<file path="config.mk">
export PLATFORM = sky130hd
export DESIGN_NAME = scalefac_pretab_encoder
export DESIGN_NICKNAME = d
export VERILOG_FILES = /design/src/rtl/scalefac_pretab_encoder.sv
export SDC_FILE = /design/constraint.sdc
export NUM_CORES = 1
export LEC_CHECK = 0
export BUFFER_PORTS_ARGS = -buffer_cell sky130_fd_sc_hd__clkbuf_2
export CELL_PAD_IN_SITES_DETAIL_PLACEMENT = 1
export CELL_PAD_IN_SITES_GLOBAL_PLACEMENT = 1
export CORE_MARGIN = 2
export CORE_UTILIZATION = 35
export CTS_BUF_LIST = sky130_fd_sc_hd__clkbuf_16
export CTS_CLUSTER_SIZE = 40
export DETAILED_ROUTE_END_ITERATION = 8
export PLACE_DENSITY_LB_ADDON = 0.1
export SYNTH_ARGS = -nofsm -noshare
export SYNTH_HDL_FRONTEND = slang
export SYNTH_SLANG_ARGS = --single-unit
export TNS_END_PERCENT = 1
</file>
<file path="constraint.sdc">
create_clock -name clk -period 5.33 [get_ports clk]
set_input_delay 0.2665 -clock clk [delete_from_list [all_inputs] [get_ports clk]]
set_output_delay 0.2665 -clock clk [all_outputs]
set_load 0.005 [all_outputs]
</file>
<file path="src/rtl/scalefac_pretab_encoder.sv">
// Encoder-side pretab removal for long-block granules. Decides preflag and, when it
// is set, rewrites scalefactors of bands FIRST_SFB..LAST_SFB as (sf - pretab[sfb]).
module scalefac_pretab_encoder #(
  parameter int unsigned SF_WIDTH  = 4,
  parameter int unsigned FIRST_SFB = 11,
  parameter int unsigned LAST_SFB  = 20
) (
  input  logic                clk,
  input  logic                rst_n,
  input  logic                start,
  input  logic                long_block,
  output logic                busy,
  output logic                done,
  output logic                preflag,
  output logic                sf_rd_en,
  output logic [4:0]          sf_rd_addr,
  input  logic [SF_WIDTH-1:0] sf_rd_data,
  output logic                sf_wr_en,
  output logic [4:0]          sf_wr_addr,
  output logic [SF_WIDTH-1:0] sf_wr_data
);

  localparam int unsigned AW = 5;

  typedef enum logic [1:0] {IDLE, CHECK, ADJUST, FINISH} state_t;

  state_t                state, state_nxt;
  logic                  rd_en_nxt;
  logic [AW-1:0]         rd_addr_nxt;
  logic                  done_nxt;
  logic                  preflag_nxt;
  logic [1:0]            pretab_q;
  logic                  cmp_vld;
  logic [AW-1:0]         cmp_band;
  logic [SF_WIDTH-1:0]   pretab_ext_c;
  logic                  cmp_ok_c;
  logic                  last_cmp_c;
  logic                  more_rd_c;

  // 22-entry pretab table for long blocks
  function automatic logic [1:0] pretab_rom(input logic [AW-1:0] band);
    logic [1:0] val;
    val = 2'd0;
    case (band)
      5'd11, 5'd12, 5'd13, 5'd14: val = 2'd1;
      5'd15, 5'd16, 5'd20:        val = 2'd2;
      5'd17, 5'd18, 5'd19:        val = 2'd3;
      default:                    val = 2'd0;
    endcase
    return val;
  endfunction

  assign pretab_ext_c = SF_WIDTH'(pretab_q);
  assign cmp_ok_c     = (sf_rd_data >= pretab_ext_c);
  assign last_cmp_c   = (cmp_band == AW'(LAST_SFB));
  assign more_rd_c    = sf_rd_en && (sf_rd_addr != AW'(LAST_SFB));

  // Write-back uses RAM data the cycle it returns, so the write port is combinational
  assign sf_wr_en   = (state == ADJUST) && cmp_vld;
  assign sf_wr_addr = sf_wr_en ? cmp_band : '0;
  assign sf_wr_data = sf_wr_en ? (sf_rd_data - pretab_ext_c) : '0;

  always_comb begin
    state_nxt   = state;
    rd_en_nxt   = 1'b0;
    rd_addr_nxt = sf_rd_addr;
    done_nxt    = 1'b0;
    preflag_nxt = preflag;
    case (state)
      IDLE: begin
        if (start) begin
          preflag_nxt = 1'b0;
          if (long_block) begin
            state_nxt   = CHECK;
            rd_en_nxt   = 1'b1;
            rd_addr_nxt = AW'(FIRST_SFB);
          end else begin
            state_nxt = FINISH;
            done_nxt  = 1'b1;
          end
        end
      end
      CHECK: begin
        if (cmp_vld && !cmp_ok_c) begin
          state_nxt   = FINISH;
          done_nxt    = 1'b1;
          preflag_nxt = 1'b0;
        end else if (cmp_vld && last_cmp_c) begin
          state_nxt   = ADJUST;
          rd_en_nxt   = 1'b1;
          rd_addr_nxt = AW'(FIRST_SFB);
        end else if (more_rd_c) begin
          rd_en_nxt   = 1'b1;
          rd_addr_nxt = sf_rd_addr + AW'(1);
        end
      end
      ADJUST: begin
        if (cmp_vld && last_cmp_c) begin
          state_nxt   = FINISH;
          done_nxt    = 1'b1;
          preflag_nxt = 1'b1;
        end else if (more_rd_c) begin
          rd_en_nxt   = 1'b1;
          rd_addr_nxt = sf_rd_addr + AW'(1);
        end
      end
      FINISH: state_nxt = IDLE;
      default: state_nxt = IDLE;
    endcase
  end

  always_ff @(posedge clk or negedge rst_n) begin
    if (!rst_n) begin
      state      <= IDLE;
      busy       <= 1'b0;
      done       <= 1'b0;
      preflag    <= 1'b0;
      sf_rd_en   <= 1'b0;
      sf_rd_addr <= '0;
      pretab_q   <= 2'd0;
      cmp_vld    <= 1'b0;
      cmp_band   <= '0;
    end else begin
      state      <= state_nxt;
      busy       <= (state_nxt != IDLE);
      done       <= done_nxt;
      preflag    <= preflag_nxt;
      sf_rd_en   <= rd_en_nxt;
      sf_rd_addr <= rd_addr_nxt;
      // ROM output lines up with RAM data for the same band
      pretab_q   <= pretab_rom(sf_rd_addr);
      cmp_vld    <= sf_rd_en;
      cmp_band   <= sf_rd_addr;
    end
  end

endmodule

</file>
==> out/metrics.csv <==
metric,value,unit
outcome,completed,
gp_congestion,0.768,
max_freq,0.410,GHz
cap_violations,0,
cp-start-kind,flop,
hp-class,in -> reg,
postSynthCellCount,121,
drcViolationCount,0,
clk_path_buf_depth,2,
crit_path_max_incr_delay,0.57,ns
slew_violations,0,
die_h,63.1,um
rows,21,
dieArea,0.00398,sq mm
synth_edf_count,0,
worstPathMaxFanout,4,
finalNetCount,169,
syn-num-nets,140,
ys_top_cells_by_area,"dfrtp_1, ha_1, inv_1",
dr.pass1.iters,4,
finalHoldViolCount,0,
grt_pass1_vias,1022,
clock_latency,0.25,ns
routed_wl,2920,um
period_needed,2.44,ns
setup_viol,0,
cts_resized,0,
globalRoute.totalOverflow,0,
path_delay_family,simple AND/OR/NAND/NOR gates,
rsz0062_at_grt,false,
critPathKind,reg -> reg,
postCtsSetupBuffers,0,
io_pins,27,
skew,0.00179,ns
area_delta_synth_final,21.7,%
crit_arrival,2.57,ns
drive_gt1_share,25.5,%
final_cell_mix,"clkbuf_2, dfrtp_1, inv_1",
slew_headroom,50.6,%
final_common_cell,clkbuf_2,
synth_top_area_share,38.9,%
worstPathRequired,5.46,ns
viasPerCell,5.34,
synthFlopType,dfrtp_1,
port_buffers,26,
path_clk_slew,0.05,ns
post-route-period-util,45.7,%
placed_cells,190,
yosys_warnings,0,
syn-cell-area,0.00122,sq mm
grt_pass1_wl,5000,um
synth-seq-area-share,38.9,%
grt_use_total,15.9,%
synth-async-reset-ratio,100,%
hpwl,2260,um
post_drt_wl_per_cell,15.0,um
postRouteAntennaNets,0,
cts-htree-levels,1,
cts_made_buffers,3,
synth_cell_types,45,
via_count,1042,
antenna_found_initial,0,
cp_slowest_cell,or4b_4,
start_util,36.6,%
synth.avg_cell_area,10.1,sq um
stdcell_count,195,
finalSetupTns,0,ns
path_buf_inv,1,
cts_num_sinks,19,
cts_hold_buf,1,
max_slew.worst_pin.slew,0.740,ns
cts-root-buf,clkbuf_16,
crit_chain,ha_1 > inv_1 > fa_1 > or4b_4 > a21oi_4 > o22ai_2 > nor3b_2 > mux2_2,
synth_area_leader_cell,dfrtp_1,
grt_max_degree,20,
die_w,63.1,um
ys_ff_latch,19,
end_kind,flop,
power.density,510,mW/mm^2
vdd_drop_max,0.161,mV
cts_tree,done,
antenna-diode-count,0,
drt_iter0_drc,20,
p_leak,0.730,nW
fp.coreArea,0.00334,sq mm
-- worst register-to-register path: stages (launching register included) --
cell and delay [ns]:
dfrtp_1 0.33, ha_1 0.13, inv_1 0.05, fa_1 0.40
or4b_4 0.57, a21oi_4 0.20, o22ai_2 0.12, nor3b_2 0.17
mux2_2 0.34
-- logic make-up (layout without fill, tap and decap cells) --
family	count (synthesis)	in the layout	share of synthesized area (%)
flip-flops	19	19	38.9
adder cells (fa/ha/maj)	11	11	11.9
XOR/XNOR	2	2	1.43
buffers and inverters	19	47	5.84
AND/OR/NAND/NOR	33	33	17.5
multiplexers	2	2	1.74
AO/OA/AOI/OAI	35	35	22.6
-- path summary, 6_finish.rpt --
check	startpoint	end	slack, ns	cells past startpoint
setup / recovery	pretab_q[0]$_DFF_PN0_	preflag$_DFFE_PN0P_	2.89	8
min in group asynchronous	rst_n	state[1]$_DFF_PN0_	0.51	2
hold / removal	start	done$_DFF_PN0_	0.32	3
setup reg to reg	pretab_q[0]$_DFF_PN0_	preflag$_DFFE_PN0P_	2.89	8
hold reg to reg	sf_rd_addr[4]$_DFFE_PN0P_	cmp_band[4]$_DFF_PN0_	0.46	0
max in group asynchronous	rst_n	pretab_q[1]$_DFF_PN0_	4.49	2
-- per-stage QoR --
| step | utilization [%] | setup slack, ns | area, sq um | power [mW] | hold WS, ns |
|---|---|---|---|---|---|
| detailed placement | 41.9 | 2.80 | 1400 | 0.613 | 0.250 |
| global placement | 41.9 | 2.87 | 1400 | 0.602 | 0.252 |
| global route | 44.5 | 2.80 | 1490 | 0.822 | 0.369 |
| finish | 44.5 | 2.89 | 1490 | 0.758 | 0.324 |
| floorplan | - | 3.03 | 1220 | 0.498 | -0.0291 |
| CTS | 44.5 | 2.87 | 1490 | 0.766 | 0.327 |
-- metal layers --
layer / vias to the layer above / track usage [%] / part of all wire [%]
met4: 0 / 4.17 / 0.41
met5: - / 0 / 0
met2: 20 / 26.1 / 46
li1: 495 / - / -
met1: 525 / 22.1 / 50
met3: 2 / 1.96 / 3.3
-- power by group --
part / switching, mW / internal (mW) / leakage (nW) / total (mW)
Clock: 0.0512 / 0.0996 / 0.0423 / 0.151
Combinational: 0.194 / 0.159 / 0.450 / 0.353
Sequential: 0.0596 / 0.195 / 0.238 / 0.255
Total: 0.305 / 0.453 / 0.730 / 0.758
-- layout make-up --
type | count | area (sq um)
Fill cell | 397 | 1850
Multi-Input combinational cell | 83 | 674
Sequential cell | 19 | 475
Timing Repair Buffer | 27 | 140
Clock buffer | 3 | 75.1
Inverter | 16 | 60.1
Tap cell | 46 | 57.6
Clock inverter | 1 | 3.75
-- state kept, by name, indices dropped and copies added (netlist names) --
signal	cells
done	1
preflag	1
cmp_band	5
sf_rd_en	1
sf_rd_addr	5
state	2
busy	1
cmp_vld	1
pretab_q	2
-- synth_stat cells (2+ instances only) --
| cell | instances |
|---|---|
| nand2b_1 | 3 |
| o211ai_1 | 2 |
| nor2_1 | 7 |
| o21ai_0 | 5 |
| nand4b_1 | 2 |
| a21oi_1 | 3 |
| clkbuf_1 | 3 |
| nand2_1 | 4 |
| dfrtp_1 | 19 |
| a21o_1 | 3 |
| a221o_1 | 2 |
| a31oi_1 | 2 |
| a211oi_1 | 3 |
| and3_1 | 6 |
| ha_1 | 10 |
| or4b_4 | 2 |
| inv_1 | 16 |
| nand3_1 | 2 |
(Power assumes the default switching activity.)
